===== config.mk =====
export PLATFORM = sky130hd
export DESIGN_NAME = alu_seq
export DESIGN_NICKNAME = d
export VERILOG_FILES = /design/src/rtl/alu_seq.sv
export SDC_FILE = /design/constraint.sdc
export NUM_CORES = 1
export LEC_CHECK = 0
export BUFFER_PORTS_ARGS = -buffer_cell sky130_fd_sc_hd__buf_2
export CORE_MARGIN = 1.5
export CORE_UTILIZATION = 40
export CTS_CLUSTER_DIAMETER = 50
export DETAILED_ROUTE_END_ITERATION = 8
export PLACE_DENSITY = 0.73
export SKIP_LAST_GASP = 1
export SLEW_MARGIN = 10
export SYNTH_ARGS = -nofsm -noshare
export SYNTH_HDL_FRONTEND = slang
export SYNTH_SLANG_ARGS = --single-unit
export TNS_END_PERCENT = 5

===== constraint.sdc =====
create_clock -name clk_i -period 0.8 [get_ports clk_i]
set_input_delay 0 -clock clk_i [delete_from_list [all_inputs] [get_ports clk_i]]
set_output_delay 0 -clock clk_i [all_outputs]
set_load 0.02 [all_outputs]

===== src/rtl/alu_seq.sv =====
// alu_seq: registered ALU with an in/out valid handshake and an optional iterative MDU.
// Define ALU_MDU_EN to build the multiply/divide unit; without it every op[4]=1 code is illegal.
module alu_seq #(
  parameter int unsigned WIDTH = 32
) (
  input  logic             clk_i,
  input  logic             rst_ni,
  input  logic             in_valid_i,
  output logic             in_ready_o,
  input  logic [4:0]       op_i,
  input  logic [WIDTH-1:0] a_i,
  input  logic [WIDTH-1:0] b_i,
  output logic             out_valid_o,
  output logic [WIDTH-1:0] r_o,
  output logic [WIDTH-1:0] hi_o,
  output logic [WIDTH-1:0] lo_o,
  output logic             zero_o,
  output logic             carry_o,
  output logic             negative_o,
  output logic             overflow_o,
  output logic             div_zero_o,
  output logic             illegal_o
);
  localparam int unsigned SHW = $clog2(WIDTH);
  localparam int unsigned MSB = WIDTH - 1;

  logic             idle, accept, mdu_start, mdu_done;
  logic [WIDTH-1:0] mdu_hi, mdu_lo;
  logic             mdu_zero, mdu_neg, mdu_ovf, mdu_dz;

  assign in_ready_o = idle && rst_ni;
  assign accept     = in_valid_i && in_ready_o;

  // ---------------------------------------------------------------------------
  // Base operations
  // ---------------------------------------------------------------------------
  logic [SHW-1:0]   shamt;
  logic [WIDTH:0]   add_w, sub_w, sll_w, srl_w, sra_w;
  logic [WIDTH-1:0] base_r;
  logic             base_c, base_v;

  assign shamt = a_i[SHW-1:0];
  assign add_w = {1'b0, a_i} + {1'b0, b_i};
  assign sub_w = {1'b0, a_i} - {1'b0, b_i};
  // One extra bit catches the last bit shifted out; it stays 0 for a zero shift.
  assign sll_w = {1'b0, b_i} << shamt;
  assign srl_w = {b_i, 1'b0} >> shamt;
  assign sra_w = $signed({b_i, 1'b0}) >>> shamt;

  always_comb begin
    base_r = '0;
    base_c = 1'b0;
    base_v = 1'b0;
    case (op_i[3:0])
      4'b0000: begin
        base_r = add_w[MSB:0];
        base_c = add_w[WIDTH];
      end
      4'b0010: begin
        base_r = add_w[MSB:0];
        base_c = add_w[WIDTH];
        base_v = (a_i[MSB] == b_i[MSB]) && (add_w[MSB] != a_i[MSB]);
      end
      4'b0001: begin
        base_r = sub_w[MSB:0];
        base_c = sub_w[WIDTH];
      end
      4'b0011: begin
        base_r = sub_w[MSB:0];
        base_c = sub_w[WIDTH];
        base_v = (a_i[MSB] != b_i[MSB]) && (sub_w[MSB] != a_i[MSB]);
      end
      4'b0100: base_r = a_i & b_i;
      4'b0101: base_r = a_i | b_i;
      4'b0110: base_r = a_i ^ b_i;
      4'b0111: base_r = ~(a_i | b_i);
      4'b1000, 4'b1001: base_r = {b_i[WIDTH/2-1:0], {(WIDTH/2){1'b0}}};
      4'b1010: base_r = {{(WIDTH-1){1'b0}}, sub_w[WIDTH]};
      4'b1011: base_r = {{(WIDTH-1){1'b0}}, ($signed(a_i) < $signed(b_i))};
      4'b1100: begin
        base_r = sra_w[WIDTH:1];
        base_c = sra_w[0];
      end
      4'b1101: begin
        base_r = srl_w[WIDTH:1];
        base_c = srl_w[0];
      end
      default: begin
        base_r = sll_w[MSB:0];
        base_c = sll_w[WIDTH];
      end
    endcase
  end

  // ---------------------------------------------------------------------------
  // Multiply/divide unit
  // ---------------------------------------------------------------------------
`ifdef ALU_MDU_EN
  typedef enum logic [1:0] {StIdle, StRun, StFix} state_e;

  state_e             state_q, state_d;
  logic [SHW-1:0]     cnt_q, cnt_d;
  logic [WIDTH-1:0]   acc_hi_q, acc_hi_d, acc_lo_q, acc_lo_d, opb_q, opb_d;
  logic               is_div_q, is_div_d, neg_lo_q, neg_lo_d, neg_hi_q, neg_hi_d;
  logic               dz_q, dz_d, ovf_q, ovf_d;
  logic               a_neg, b_neg, div_ge;
  logic [WIDTH-1:0]   a_abs, b_abs;
  logic [WIDTH:0]     mul_sum, div_sh, div_sub;
  logic [2*WIDTH-1:0] prod;

  assign idle      = (state_q == StIdle);
  assign mdu_start = accept && op_i[4] && (op_i[3:2] == 2'b00);
  assign mdu_done  = (state_q == StFix);

  assign a_neg = op_i[0] && a_i[MSB];
  assign b_neg = op_i[0] && b_i[MSB];
  assign a_abs = a_neg ? -a_i : a_i;
  assign b_abs = b_neg ? -b_i : b_i;

  // acc_lo holds the multiplier (mul) or dividend/quotient (div); acc_hi the partial result.
  assign mul_sum = {1'b0, acc_hi_q} + (acc_lo_q[0] ? {1'b0, opb_q} : '0);
  assign div_sh  = {acc_hi_q, acc_lo_q[MSB]};
  assign div_sub = div_sh - {1'b0, opb_q};
  assign div_ge  = (div_sh >= {1'b0, opb_q});

  always_comb begin
    state_d  = state_q;
    cnt_d    = cnt_q;
    acc_hi_d = acc_hi_q;
    acc_lo_d = acc_lo_q;
    opb_d    = opb_q;
    is_div_d = is_div_q;
    neg_lo_d = neg_lo_q;
    neg_hi_d = neg_hi_q;
    dz_d     = dz_q;
    ovf_d    = ovf_q;
    unique case (state_q)
      StIdle: begin
        if (mdu_start) begin
          state_d  = StRun;
          cnt_d    = SHW'(WIDTH - 1);
          acc_hi_d = '0;
          acc_lo_d = a_abs;
          opb_d    = b_abs;
          is_div_d = op_i[1];
          neg_lo_d = a_neg ^ b_neg;
          neg_hi_d = a_neg;
          dz_d     = op_i[1] && (b_i == '0);
          ovf_d    = (op_i[1:0] == 2'b11) && (a_i == {1'b1, {(WIDTH-1){1'b0}}}) && (&b_i);
        end
      end
      StRun: begin
        if (is_div_q) begin
          acc_hi_d = div_ge ? div_sub[MSB:0] : div_sh[MSB:0];
          acc_lo_d = {acc_lo_q[MSB-1:0], div_ge};
        end else begin
          acc_hi_d = mul_sum[WIDTH:1];
          acc_lo_d = {mul_sum[0], acc_lo_q[MSB:1]};
        end
        cnt_d = cnt_q - SHW'(1);
        if (cnt_q == '0) state_d = StFix;
      end
      StFix:   state_d = StIdle;
      default: state_d = StIdle;
    endcase
  end

  always_ff @(posedge clk_i or negedge rst_ni) begin
    if (!rst_ni) begin
      state_q  <= StIdle;
      cnt_q    <= '0;
      acc_hi_q <= '0;
      acc_lo_q <= '0;
      opb_q    <= '0;
      is_div_q <= 1'b0;
      neg_lo_q <= 1'b0;
      neg_hi_q <= 1'b0;
      dz_q     <= 1'b0;
      ovf_q    <= 1'b0;
    end else begin
      state_q  <= state_d;
      cnt_q    <= cnt_d;
      acc_hi_q <= acc_hi_d;
      acc_lo_q <= acc_lo_d;
      opb_q    <= opb_d;
      is_div_q <= is_div_d;
      neg_lo_q <= neg_lo_d;
      neg_hi_q <= neg_hi_d;
      dz_q     <= dz_d;
      ovf_q    <= ovf_d;
    end
  end

  // Sign correction applied while in FIX; a zero divisor leaves |a| in acc_hi.
  always_comb begin
    prod     = neg_lo_q ? -{acc_hi_q, acc_lo_q} : {acc_hi_q, acc_lo_q};
    mdu_hi   = prod[2*WIDTH-1:WIDTH];
    mdu_lo   = prod[MSB:0];
    mdu_zero = (prod == '0);
    mdu_neg  = prod[2*WIDTH-1];
    if (is_div_q) begin
      mdu_lo   = dz_q ? '1 : (neg_lo_q ? -acc_lo_q : acc_lo_q);
      mdu_hi   = neg_hi_q ? -acc_hi_q : acc_hi_q;
      mdu_zero = (mdu_lo == '0);
      mdu_neg  = mdu_lo[MSB];
    end
  end

  assign mdu_ovf = ovf_q;
  assign mdu_dz  = dz_q;
`else
  assign idle      = 1'b1;
  assign mdu_start = 1'b0;
  assign mdu_done  = 1'b0;
  assign mdu_hi    = '0;
  assign mdu_lo    = '0;
  assign mdu_zero  = 1'b0;
  assign mdu_neg   = 1'b0;
  assign mdu_ovf   = 1'b0;
  assign mdu_dz    = 1'b0;
`endif

  // ---------------------------------------------------------------------------
  // Result registers; flags_q = {zero, carry, negative, overflow, div_zero, illegal}
  // ---------------------------------------------------------------------------
  logic             out_valid_q, out_valid_d;
  logic [WIDTH-1:0] r_q, r_d, hi_q, hi_d, lo_q, lo_d;
  logic [5:0]       flags_q, flags_d;

  always_comb begin
    out_valid_d = 1'b0;
    r_d         = r_q;
    hi_d        = hi_q;
    lo_d        = lo_q;
    flags_d     = flags_q;
    if (mdu_done) begin
      out_valid_d = 1'b1;
      r_d         = mdu_lo;
      hi_d        = mdu_hi;
      lo_d        = mdu_lo;
      flags_d     = {mdu_zero, 1'b0, mdu_neg, mdu_ovf, mdu_dz, 1'b0};
    end else if (accept && !op_i[4]) begin
      out_valid_d = 1'b1;
      r_d         = base_r;
      flags_d     = {(base_r == '0), base_c, base_r[MSB], base_v, 2'b00};
    end else if (accept && !mdu_start) begin
      out_valid_d = 1'b1;
      r_d         = '0;
      hi_d        = '0;
      lo_d        = '0;
      flags_d     = 6'b000001;
    end
  end

  always_ff @(posedge clk_i or negedge rst_ni) begin
    if (!rst_ni) begin
      out_valid_q <= 1'b0;
      r_q         <= '0;
      hi_q        <= '0;
      lo_q        <= '0;
      flags_q     <= '0;
    end else begin
      out_valid_q <= out_valid_d;
      r_q         <= r_d;
      hi_q        <= hi_d;
      lo_q        <= lo_d;
      flags_q     <= flags_d;
    end
  end

  assign out_valid_o = out_valid_q;
  assign r_o         = r_q;
  assign hi_o        = hi_q;
  assign lo_o        = lo_q;
  assign zero_o      = flags_q[5];
  assign carry_o     = flags_q[4];
  assign negative_o  = flags_q[3];
  assign overflow_o  = flags_q[2];
  assign div_zero_o  = flags_q[1];
  assign illegal_o   = flags_q[0];

endmodule

# After elaboration in Yosys (flattened, before gate mapping)
# Cells that the tools add are included.
[totals]
reg_bits = 39
inputBits = 72
output_inout_bits = 104
wordCells = 51
[classes]
addsub = 2
magnitude_cmp = 1
eq_ne = 17
shifts = 3
mux = 9
n_bitwise = 4
reduce_logical = 12
[ops]
columns = ["op", "n"]
rows = [
  ["32-bit case mux with 11 select lines", 1],
  ["32-bit 2-to-1 mux", 2],
  ["32-bit by 32-bit adder with 33-bit output", 1],
  ["32-bit by 5-bit << shifter with 33-bit output", 1],
  ["33-bit by 5-bit right shift with 33-bit output", 1],
  ["33-bit by 5-bit >>> shifter with 33-bit output", 1],
  ["32-bit by 32-bit subtractor with 33-bit output", 1],
  ["32-bit AND", 1],
  ["32-bit zero test", 1],
  ["32-bit < comparator", 1],
  ["32-bit NOT", 1],
  ["32-bit bitwise OR", 1],
  ["32-bit XOR", 1],
  ["4-bit equality test (second input constant)", 6],
  ["4-bit by 3-bit equality test with 1-bit output (second input constant)", 4],
  ["6-bit 2-to-1 mux", 2],
  ["4-bit by 2-bit equality test with 1-bit output (second input constant)", 2],
  ["8-bit OR reduction", 1],
  ["2-bit OR reduction", 3],
  ["1-bit case mux with 5 select lines", 1],
  ["4-bit by 1-bit equality test with 1-bit output (second input constant)", 1],
  ["1-bit logical AND", 4],
  ["4-bit zero test", 1],
  ["1-bit != test", 3],
  ["5 further kinds", 6],
]

# Logic depth before layout (Yosys ltp)
# Gate-level depths: netlist (run 1).
[logic_depth]
ltp_word = 5
depth_mapped = 17
ltp_nobuf = 15

# Worst setup path after synthesis (run 1)
# No wires, ideal clock.
[synth_timing]
path_kind = "in2reg"
from = "in a_i[1]"
to = "reg flags_q[5]"
setup_time_ns = 0.104
t_arrival_ns = 3.880
t_required_ns = 0.696
path_slack_ns = -3.184
path_stages = 17
n_path_buf = 4
cell_sequence = "buf_2 -> clkinv_1 -> buf_2 -> buf_2 -> clkbuf_1 -> ha_1 -> a211oi_1 -> o21a_1 -> o221ai_1 -> nor2_1 -> xor2_1 -> o221ai_2 -> or4_1 -> or4_1 -> nor4_1 -> nand4_1 -> o41ai_2"
[synth_between]
elab_chain_cells = 5
word_cells_on_any_way = 13
cone_classes = "add/sub (2); order compare (1); shift (3); mux (2); bitwise (4); reduce/logical (1)"
[synth_lines]
columns = ["item", "line_no", "text"]
rows = [
  ["from (decl)", "11", "input logic [WIDTH-1:0] a_i,"],
  ["parallel branches: the longest is 2 deep, another holds 32-bit by 32-bit subtractor with 33-bit output", "n/a", ""],
  ["32-bit case mux with 11 select lines *", "54", "case (op_i[3:0])"],
  ["32-bit zero test *", "245", "flags_d = {(base_r == '0), base_c, base_r[MSB], base_v, 2'b00};"],
  ["6-bit 2-to-1 mux *", "242", "end else if (accept && !op_i[4]) begin"],
  ["to (signal assigned)", "267", "flags_q <= flags_d;"],
  ["to (decl)", "228", "logic [5:0] flags_q, flags_d;"],
]
# Every way passes the cells marked *.
# A chain may end at the register's enable or synchronous reset.

# Worst setup path in the final report (run 1)
[layout_timing]
from = "in a_i[0]"
to = "reg flags_q[5]"
# Same word-level chain as after synthesis.

==> results.md, run 1 <==
- The run finished, with violations left.
- The checks that failed: hold timing, setup timing.
- The via density per instance is 6.116.
- The simple-gate share of the synthesized area is 0.1911.
- The finished layout holds 2,819 standard cells, fillers aside.
- The number of I/O pins is 176.
- The largest net degree at the start of global routing is 52.
- Sorting the synthesized cells by area gives the leading types as ha_1 (11%), dfrtp_1 (7.3%), mux4_2 (7.1%), mux2i_1 (6.8%), nand2_1 (4.5%).
- The region available for standard cell placement spans 31,390 um2.
- For this run the aggregate overflow at the end of global routing stands at 0.
- In this run the critical register-to-register path is launched from flags_q[0].
- The initial utilization of the core area, before any placement, comes to 0.4039.
- The H-tree depth reported by CTS is 2.
- The type of the worst min-delay path is in -> async.
- The kind of end point of the critical path is a flip-flop.
- At the placement stage, the worst setup path has a slack of -3031 ps.
- Of the total synthesized cell area, the portion taken by XOR and XNOR cells is 0.03730.
- The total placed cells including tap cells is 2,796.
- Subtracting the final worst setup slack from the clock period gives 3296 ps.
- The number of clock sinks is 37.
- At the worst endpoint, the required time is between 900 and 1000 ps.
- Overall power consumption after layout is estimated at 19.87 mW.
- The number of buffers added on ports is 110.
- The largest family of logic cells by synthesized area is compound AO/OA/AOI/OAI gates.
- Of all cell types, the one taking the most synthesized area is ha_1.
- The placed instances occupy a cell area of between 15,000 and 20,000 um2.
- The number of clock buffers added by TritonCTS is 5.
- Leaving out fill and tap cells, the most frequent cell in the layout is buf_4.
- The transition time of the tightest slew-check pin is 992.5 ps.
- The first global-routing pass estimated 105,900 um of wire.
- Measured along the x axis, the die boundary spans ~180 um.
- The worst setup skew after layout is 0 ps.
- Setup repair after global routing could not meet its margin everywhere.
- The portion of synthesized cell area occupied by the leading cell type is 0.1056.
- After clock tree synthesis, the clock-pin slew on the worst setup and hold paths is 60 ps.
- The synthesized-area fraction occupied by ao, oa, aoi and oai cells is 0.2934.
- From synthesis to final layout, the design area changed by 53.25%.
- The start-to-end type of the worst setup path is in -> reg.
- The area of the die is 32,770 um2.
- The post-layout worst setup margin is -2496 ps.
- The static leakage is 9.284 nW.
- The setup check on the worst reg-to-reg path leaves a slack of ~60 ps.
- The setup violation total in the final timing report is 69.
- The smallest hold slack is -240.8 ps.
- The worst-case reg-to-reg path depth is 1.
- The first routing iteration left 2,128 violations.
- Measured against the total synthesized area, the mux share comes to 0.1712.
- The die span in y is 181.0 um.
- The detailed-route DRC error count is 0.
- The cell area that synthesis handed to floorplanning was 12,680 um2.
- The highest achievable clock rate is around 0.30 GHz.
- The number of nets in the layout is about 2,600.
- The number of max-cap violations is 0.
- The worst register-to-register path ends at flags_q[0].
- The CTS tree is yes.
- The number of antenna violations at the first check in global routing is 1.
- The arrival time of the worst setup path is 3480 ps.
- The sequential area share after synthesis is 0.07303.
- The final hold violation count is 37.
- The distinct cell type count after synthesis is 90.
- The HPWL after detailed placement is 60,720 um.
- Counting every instance in the synthesized netlist gives 1,733.
- Of all nets on the critical path, the largest fanout is 25.
- The power per standard cell area is 1023 nW/um2.
- The aggregate routed wire length is 73,210 um.
- Counting flops with a built-in enable in the synthesized netlist gives 0.
- The flip-flop and latch count after synthesis is 37.
- Of the total synthesized cell area, the portion taken by full adders, half adders and majority gates is 0.1088.
- The fraction of registers with async set or reset after synthesis is 1.000.
- In the final routed layout, each cell accounts on average for 25.97 um.
- In the global route stage, overall resource usage came out at 0.4335.
- The end point of the critical path is flags_q[5].
- The floorplan has 65 rows.
- The final sum of negative setup slack is -63,510 ps.
- The remaining antenna violation count after routing is 0.
- Dividing the final minimum period by the clock period gives 4.120.
- The category of the worst setup path launch point is a primary input.
- IR analysis of the VDD net gives a maximum drop of about 1.5 mV.
- The via count of the first global-routing pass is between 15,000 and 20,000.
- The longest clock path from root to sink contains 2 buffers.
- The total number of vias is 17,240.
- For this run, the number of Yosys warnings is 0.
- The ratio of cells with drive above 1 in the final layout is 0.4243.
- The most used flip-flop cell after synthesis is dfrtp_1.
- Measured on the finished design, the core utilization comes to 0.6189.
- The mean instance size in the synthesized netlist is 7.316 um2.
- The finished cells cover 19,430 um2.
- Routability-driven placement finished with a final weighted congestion of 1.071.
- The root buffer cell chosen for the clock tree is clkbuf_16.
- The beginning of the critical path is a_i[0].
- The total count of max-transition violations in the final report is 0.
- The first detailed-routing pass took 6 iterations.
- The clock latency on the worst-skew pair is around 280 ps.
- In the layout the commonest cells are buf_4 (705), nand2_1 (150), nor2_1 (132).
- The worst pin sits at a relative slew slack of 0.3290.
[worst min path at each step]
stage,depth (start not counted),slack [ps],endpoint,start
finish,2,-240,r_o[12],rst_ni
global route,2,-190,r_o[14],rst_ni
CTS,2,-230,r_o[12],rst_ni
detailed placement,2,70,r_o[2],rst_ni
global placement,2,70,r_o[4],rst_ni
floorplan,0,-300,flags_q[0],rst_ni
[kinds of logic after synthesis]
logic type	Yosys count
other	1
multiplexers	161
buffers and inverters	322
flip-flops	37
AND/OR/NAND/NOR	507
XOR/XNOR	54
adder cells (fa/ha/maj)	109
AO/OA/AOI/OAI	542
[synth_stat cells (11+ instances only)]
| cell type | count |
|---|---|
| nand2_1 | 152 |
| nor2_1 | 133 |
| a21oi_1 | 111 |
| ha_1 | 107 |
| o21ai_0 | 96 |
| clkbuf_1 | 95 |
| inv_1 | 94 |
| mux2i_1 | 86 |
| buf_4 | 74 |
| a211oi_1 | 41 |
| nor3_1 | 41 |
| mux4_2 | 40 |
| dfrtp_1 | 37 |
| xnor2_1 | 37 |
| buf_2 | 36 |
| nand3_1 | 36 |
| o211ai_1 | 36 |
| o22ai_1 | 30 |
| o31ai_1 | 28 |
| nand4_1 | 24 |
| nor2b_1 | 24 |
| a22o_1 | 21 |
| mux2_2 | 21 |
| nand2b_1 | 17 |
| xor2_1 | 17 |
| nor4_1 | 16 |
| o2111ai_1 | 16 |
| a21o_1 | 14 |
| a31oi_1 | 13 |
| a221oi_1 | 12 |
| buf_1 | 11 |
[what timing repair did]
action,4_1_cts,5_1_grt
endpoints found under the setup margin,72,74
buffers inserted,3,8
gates cloned,0,3
endpoints found under the hold margin,37,37
resized for setup,61,93
pin swaps,14,28
[cell type report]
class / count / area (um2)
Sequential cell: 37 / 925.9
Tap cell: 402 / 503.0
Multi-Input combinational cell: 1438 / 11060
Inverter: 99 / 394.1
Timing Repair Buffer: 834 / 6369
Antenna cell: 1 / 2.502
Clock inverter: 2 / 37.54
Clock buffer: 6 / 138.9
Fill cell: 2880 / 11960
[layer usage]
layer  GRT usage  share of wire  vias up
met5           0        0.00015        -
met4      0.2383          0.067        2
met3     0.07095           0.10      246
met2      0.6746           0.42     1110
met1      0.5718           0.41     8207
li1            -              -     7676
[power by group]
| group | internal, mW | switching [mW] |
|---|---|---|
| clock network | 1.55 | 0.733 |
| registers | 2.11 | 0.121 |
| logic | 6.94 | 8.41 |
| total | 10.6 | 9.26 |
[sequential cells by signal (all words and copies together), names as in the netlist]
| register | flops |
|---|---|
| out_valid_o | 1 |
| r_o | 31 |
| flags_q | 5 |
[critical path, cell delays in order]
cell	delay (ps)
buf_12	100
buf_12	190
mux4_2	550
mux2_4	290
a222oi_1	460
buf_4	210
o211ai_1	80
a32oi_1	230
nand4_1	180
or4_4	620
nor4_4	230
nand4_1	130
o41ai_2	200
(Power assumes the default switching activity.)
==> inputs of run 2 (changes only) <==
PLACE_DENSITY = unset   (was 0.73)
PLACE_DENSITY_LB_ADDON = 0.25   (was unset)
==> results.md, run 2 (synthesis results as in run 1) <==
- The run finished, with violations left.
- The final reports fail on hold timing, setup timing.
- The mean routed wirelength per cell is 26.05 um (+0.31%).
- The post-placement cell area is 18,350 um2 (-0.19%).
- The worst-case reg-to-reg path depth is 1 (unchanged).
- The end of the worst register-to-register path is flags_q[0].
- The number of placement rows was 65 (unchanged).
- The area of the die is 32,770 um2 (unchanged).
- The critical-path maximum fanout is 13 (-48%).
- The first-pass GRT wire length is 104,600 um (-1.3%).
- Setup repair after global routing could not meet its margin everywhere.
- The setup violation total in the final timing report came to 72 (+4.3%).
- The post-layout worst setup margin is -2569 ps (-73.86 ps).
- Relative to the synthesized area, the layout overhead comes to 56.69%.
- The number of buffers inserted during clock tree synthesis is 5 (unchanged).
- The share of the cycle needed by the critical path after routing is 4.212 (+0.09232).
- The total number of vias is 17,290 (+0.27%).
- The clock latency on the worst-skew pair is 280 ps (about the same).
- The largest net degree at the start of global routing was 50 (-3.8%).
- The power per standard cell area is 1027 nW/um2 (+0.41%).
- The first-iteration detailed-routing DRC count is 2,224 (+4.5%).
- The global-route congestion overflow total is 0 (unchanged).
- The smallest hold slack is -235.0 ps (+5.815 ps).
- The number of antenna violations at the first check in global routing was 1 (unchanged).
- The static leakage is 9.394 nW (+1.2%).
- The final HPWL from detailed placement is 60,140 um (-0.96%).
- The number of I/O pins is 176 (unchanged).
- The kind of end point of the critical path is a flip-flop.
- The remaining antenna violation count after routing was 0 (unchanged).
- CTS placed an instance of clkbuf_16 at the clock tree root.
- The number of max-cap violations is 0 (unchanged).
- The highest achievable clock rate came to 0.2968 GHz (-2.2%).
- The type of the worst min-delay path is in -> async.
- The reg-to-reg setup timing slack is 60 ps (about the same).
- The aggregate routed wire length is 73,650 um (+0.60%).
- The maximum resistive drop on vdd is 1.161 mV (-21%).
- The leading cell type in the layout, fill and taps excluded is buf_4.
- The cell area after layout came to 19,870 um2 (+2.2%).
- The worst setup skew after layout is 0 ps (unchanged).
- The number of buffers added on ports is 110 (unchanged).
- Leaving out fill and tap cells, the most frequent cells in the layout are buf_4 (692), nand2_1 (149), nor2_1 (126).
- The arrival time of the worst setup path is 3540 ps (+60 ps).
- The total count of max-transition violations in the final report is 0 (unchanged).
- The detailed-route DRC error count is 0 (unchanged).
- The setup path with the least slack is of type in -> reg.
- The via count of the first global-routing pass is 16,440 (-1.5%).
- The setup slack at placement was -3087 ps (-55.81 ps).
- The beginning of the critical path is a_i[0].
- The effective utilization at floorplan was 0.4039 (unchanged).
- The clock input transition at the sequential cells of the worst setup and hold paths was 60 ps (about the same).
- The minimum clock period after layout is 3369 ps (+73.86 ps).
- The maximum number of buffers from clock root to sink is 2 (unchanged).
- The CTS tree is yes.
- The ratio of cells with drive above 1 in the final layout is 0.4396 (+0.01533).
- The number of clock sinks came to 37 (unchanged).
- The H-tree depth reported by CTS came to 2 (unchanged).
- The final hold violation count came to 37 (unchanged).
- The number of nets in the layout is 2,605 (+0.35%).
- The number of flip-flops in the largest register is 31 (unchanged).
- The transition time of the tightest slew-check pin came to 1097 ps (+104.5 ps).
- The total global routing track utilization was 0.4261 (-0.007402).
- The category of the worst setup path launch point is a primary input.
- The die span in y is 181.0 um (unchanged).
- The origin of the critical flop-to-flop path is flags_q[0].
- The endpoint required time on the critical path is 970 ps (-20 ps).
- The detailed-routing iteration count for the pre-antenna-repair pass is 6 (unchanged).
- The overall power consumption is 20.40 mW (+2.7%).
- The die boundary width is 181.0 um (unchanged).
- The placer's final routability congestion estimate is 1.133 (+5.9%).
- The core footprint is 31,390 um2 (unchanged).
- The number of antenna cells inserted is 0 (-1).
- The via density per instance is 6.115 (about the same).
- The tightest slew margin relative to the limit came to 0.2630 (-0.06595).
- The most critical setup path has its endpoint at flags_q[5].
run 2: cell count changes in the layout (fill, tap and decap cells not counted), moves of 5 or more:
cell / change
nor2_1: -6
inv_1: -7
inv_4: +5
buf_12: +7
buf_4: -13
buf_6: +19
run 2: critical path, stage by stage:
cell	delay, ps
buf_12	120
buf_4	150
clkbuf_16	170
or2_1	240
o22ai_1	170
nor2_1	90
mux2_2	310
a221oi_2	350
buf_4	190
o221ai_2	90
or4_1	490
or4_4	610
nor4_4	150
nand4_1	150
o41ai_2	250
run 2: how the worst min path moves through the flow:
| stage | endpoint | start | depth (start not counted) | slack [ps] |
|---|---|---|---|---|
| 2_1_floorplan | flags_q[0] | rst_ni | 0 | -300 |
| 3_3_place_gp | r_o[14] | rst_ni | 2 | 70 |
| 3_5_place_dp | flags_q[0] | rst_ni | 2 | 80 |
| 4_1_cts | r_o[12] | rst_ni | 2 | -220 |
| 5_1_grt | r_o[12] | rst_ni | 2 | -190 |
| 6_report | r_o[12] | rst_ni | 2 | -230 |
run 2: repair_timing:
item / CTS / global route
gates resized for setup: 49 / 195
gates cloned: 0 / 2
endpoints found under the setup margin: 72 / 74
pin swaps: 17 / 63
endpoints found under the hold margin: 37 / 37
setup buffers: 4 / 27
run 2: metal layers:
metal	up-vias	share of wire	track usage
li1	7690	-	-
met1	8196	0.42	0.5690
met2	1127	0.43	0.6714
met3	273	0.092	0.06229
met4	2	0.063	0.2103
met5	-	0.00019	0
run 2: where the power goes:
part / leakage [nW] / total [mW] / switching [mW] / internal, mW
registers: 0.491 / 2.23 / 0.116 / 2.11
logic: 8.82 / 15.9 / 8.63 / 7.23
clock network: 0.0831 / 2.31 / 0.753 / 1.55
total: 9.39 / 20.4 / 9.50 / 10.9
run 2: area by class of cell:
type	count	area (um2)
fill	2884	11530
multi-input combinational	1438	11270
timing repair buffer	843	6573
sequential	37	925.9
tap	402	503.0
inverter	99	420.4
clock buffer	6	138.9
clock inverter	2	37.54
run 2: metrics by stage:
| stage | instances | setup TNS (ps) | utilization |
|---|---|---|---|
| after floorplan | 1797 | -59410 | - |
| after global placement | 2788 | -78140 | 0.5845 |
| after detailed placement | 2788 | -79450 | 0.5845 |
| after CTS | 2799 | -66280 | 0.5972 |
| after global routing | 2827 | -69500 | 0.6328 |
| final | 2827 | -66760 | 0.6328 |
==> inputs of run 3 (changes only) <==
CORE_MARGIN = unset   (was 1.5)
clock period = 3.3 ns   (was 0.8 ns; I/O delays follow)
==> results.md, run 3 (synthesis results as in run 1) <==
- The buffering stage count on the worst path with inverters included is 7 (+3).
- The worst-case reg-to-reg path depth is 1 (unchanged).
- The area of the die is 32,410 um2 (-1.1%).
- The number of placement rows came to 64 (-1.5%).
- The critical path's slowest cell is o31a_1.
- The minimum clock period after layout is roughly 3500 ps.
- The setup violation total in the final timing report came to 1 (-99%).
- The final reports fail on setup timing.
- The final hold violation count is 0 (-100%).
- The first-iteration detailed-routing DRC count is 2,164 (-2.7%).
- The most critical setup path has its startpoint at a_i[0].
- The endpoint identified for the worst register-to-register timing path is flags_q[0].
- The clock latency on the worst-skew pair came to 280 ps (about the same).
- The power per standard cell area is 248.5 nW/um2 (-76%).
- The number of clock sinks is 37 (unchanged).
- The sequential cell area is 925.9 um2 (unchanged).
- The mean routed wirelength per cell is 26.36 um (+1.2%).
- The kind of end point of the critical path is a flip-flop.
- The total count of max-transition violations in the final report is 0 (unchanged).
- The placer's final routability congestion estimate is 1.110 (-2.0%).
- The worst setup skew after layout is 0 ps (unchanged).
- The effective utilization at floorplan is 0.4102 (+0.006310).
- The layout filler cell count is 3,008 (+4.3%).
- The buffer type at the clock tree root is clkbuf_16.
- The library cell used most frequently in the layout, excluding fill and tap cells, is buf_4.
- The largest net degree at the start of global routing is 39 (-22%).
- The critical path is of the in -> reg type.
- The static leakage is 8.531 nW (-9.2%).
- Counting stages on the worst path, the most repeated cell is buf_4.
- The maximum resistive drop on vdd is 0.2582 mV (-78%).
- The longest individual stage delay on the worst path came to 390 ps (-220 ps).
- The final HPWL from detailed placement is 59,000 um (-1.9%).
- The arrival time of the worst setup path came to 3660 ps (+120 ps).
- The smallest hold slack is 7.532 ps (+242.5 ps).
- The library cells used most frequently in the layout, excluding fill and tap cells, are buf_4 (576), nand2_1 (152), nor2_1 (133).
- The signed area change from the synthesized netlist to the final layout is 40.96%.
- Traced cell by cell, the critical path runs through buf_12 > buf_6 > inv_4 > ha_4 > inv_2 > fa_2 > nor3b_4 > nor3_2 > o211ai_1 > buf_4 > buf_4 > and4_2 > o31a_1 > buf_4 > mux2i_1 > o22ai_1 > nand3_1 > nor4_4 > nand4_1 > o41ai_2.
- The via density per instance came to 6.267 (+2.5%).
- The remaining antenna violation count after routing is 0 (unchanged).
- The final sum of negative setup slack is -171.2 ps (+66,590 ps).
- Setup repair after global routing could not meet its margin everywhere.
- The endpoint required time on the critical path is 3490 ps (+2520 ps).
- The ratio of cells with drive above 1 in the final layout came to 0.3693 (-0.07034).
- The number of max-cap violations is 0 (unchanged).
- STA classifies the critical path startpoint as a primary input.
- The aggregate routed wire length came to 70,660 um (-4.1%).
- The number of I/O pins is 176 (unchanged).
- The startpoint identified for the worst register-to-register timing path is flags_q[0].
- The H-tree depth reported by CTS is 2 (unchanged).
- The die boundary width is 180.0 um (-0.55%).
- The number of antenna violations at the first check in global routing came to 3 (+2).
- The area taken by multi-input logic gates is 10,690 um2 (-5.1%).
- The transition time of the tightest slew-check pin is 896.7 ps (-200.3 ps).
- Static timing analysis puts the maximum clock frequency at 0.2881 GHz.
- Of the available clock period, the critical path in the final layout requires 1.052.
- The number of nets in the layout is 2,463 (-5.5%).
- The detailed-route DRC error count was 0 (unchanged).
- The global-route congestion overflow total came to 0 (unchanged).
- The number of flip-flops in the largest register is 31 (unchanged).
- The critical-path maximum fanout is 5 (-8).
- TritonCTS built the clock tree.
- The maximum number of buffers from clock root to sink is 2 (unchanged).
- The detailed-routing iteration count for the pre-antenna-repair pass is 6 (unchanged).
- The flow ran to the end, but the final reports show violations.
- In this design, the largest share of critical-path delay is due to compound AO/OA/AOI/OAI gates.
- The core footprint was 30,910 um2 (-1.5%).
- The reg-to-reg setup timing slack is 2560 ps (+2500 ps).
- The first-pass GRT wire length is 103,000 um (-1.5%).
- The post-layout worst setup margin is -171.2 ps (+2398 ps).
- The die span in y is 180.0 um (-0.55%).
- The tightest slew margin relative to the limit is 0.3986 (+0.1356).
- The worst hold path belongs to the class in -> reg.
- The total number of vias is 16,800 (-2.8%).
- The worst hold path was traced through 2 stages.
- Following the worst setup path forward leads to its endpoint at flags_q[5].
- The total global routing track utilization was 0.4242 (-0.001892).
- The via count of the first global-routing pass is 15,710 (-4.4%).
- The number of buffers inserted during clock tree synthesis is 5 (unchanged).
- The number of buffers added on ports is 110 (unchanged).
- The cell depth of the worst setup path was 20 (+5).
- The clock input transition at the sequential cells of the worst setup and hold paths is 50 ps (about the same).
run 3: cell count changes in the layout (fill, tap and decap cells not counted), sizes merged, moves of 2 or more:
cell	before	now
diode	0	2
clkinv	4	6
buf	837	700
clkbuf	12	6
clkinvlp	2	0
run 3: layout make-up:
cell class | instances | area share
clock inverter | 2 | 0.0007701
inverter | 99 | 0.02191
sequential | 37 | 0.05181
clock buffer | 6 | 0.007771
tap | 396 | 0.02772
multi-input combinational | 1438 | 0.5984
antenna | 2 | 0.0002800
timing repair buffer | 701 | 0.2914
run 3: worst min path at each step:
stage / start / end
after floorplan: rst_ni / flags_q[0]
after global placement: rst_ni / r_o[6]
after detailed placement: rst_ni / r_o[2]
after CTS: op_i[4] / flags_q[0]
after global routing: op_i[4] / flags_q[0]
final: op_i[4] / flags_q[0]
run 3: power by group:
group | total [mW] | switching [mW] | internal, mW
Clock | 0.477 | 0.177 | 0.300
Sequential | 0.541 | 0.0286 | 0.512
Combinational | 3.42 | 1.95 | 1.48
Total | 4.44 | 2.15 | 2.29
run 3: metal layers:
metal  global-route usage  up-vias  routed length [um]
li1                     -     7398                   -
met1               0.5723     7989               28850
met2               0.6448     1196               29920
met3              0.07316      219                7663
met4               0.2246        0                4229
met5                    0        -                   0
run 3: through the flow:
step	cells	util	total power [mW]	worst slack, ps	instance area, um2
after floorplan	1797	-	2.225	3.916	13060
after global placement	2663	0.5633	3.766	-681.6	17410
after detailed placement	2663	0.5633	3.777	-610.6	17410
after CTS	2676	0.5716	4.300	-182.1	17670
after global routing	2679	0.5780	4.637	-324.2	17870
final	2681	0.5782	4.441	-171.2	17870
run 3: timing repair:
action                                 in CTS  in global routing
endpoints found under the hold margin      37                  0
hold buffers                                1                  0
setup endpoints to repair                   2                  8
cloned                                      0                  0
resized for setup                          17                 38
setup buffers                               5                  5
pin swaps                                  13                 22
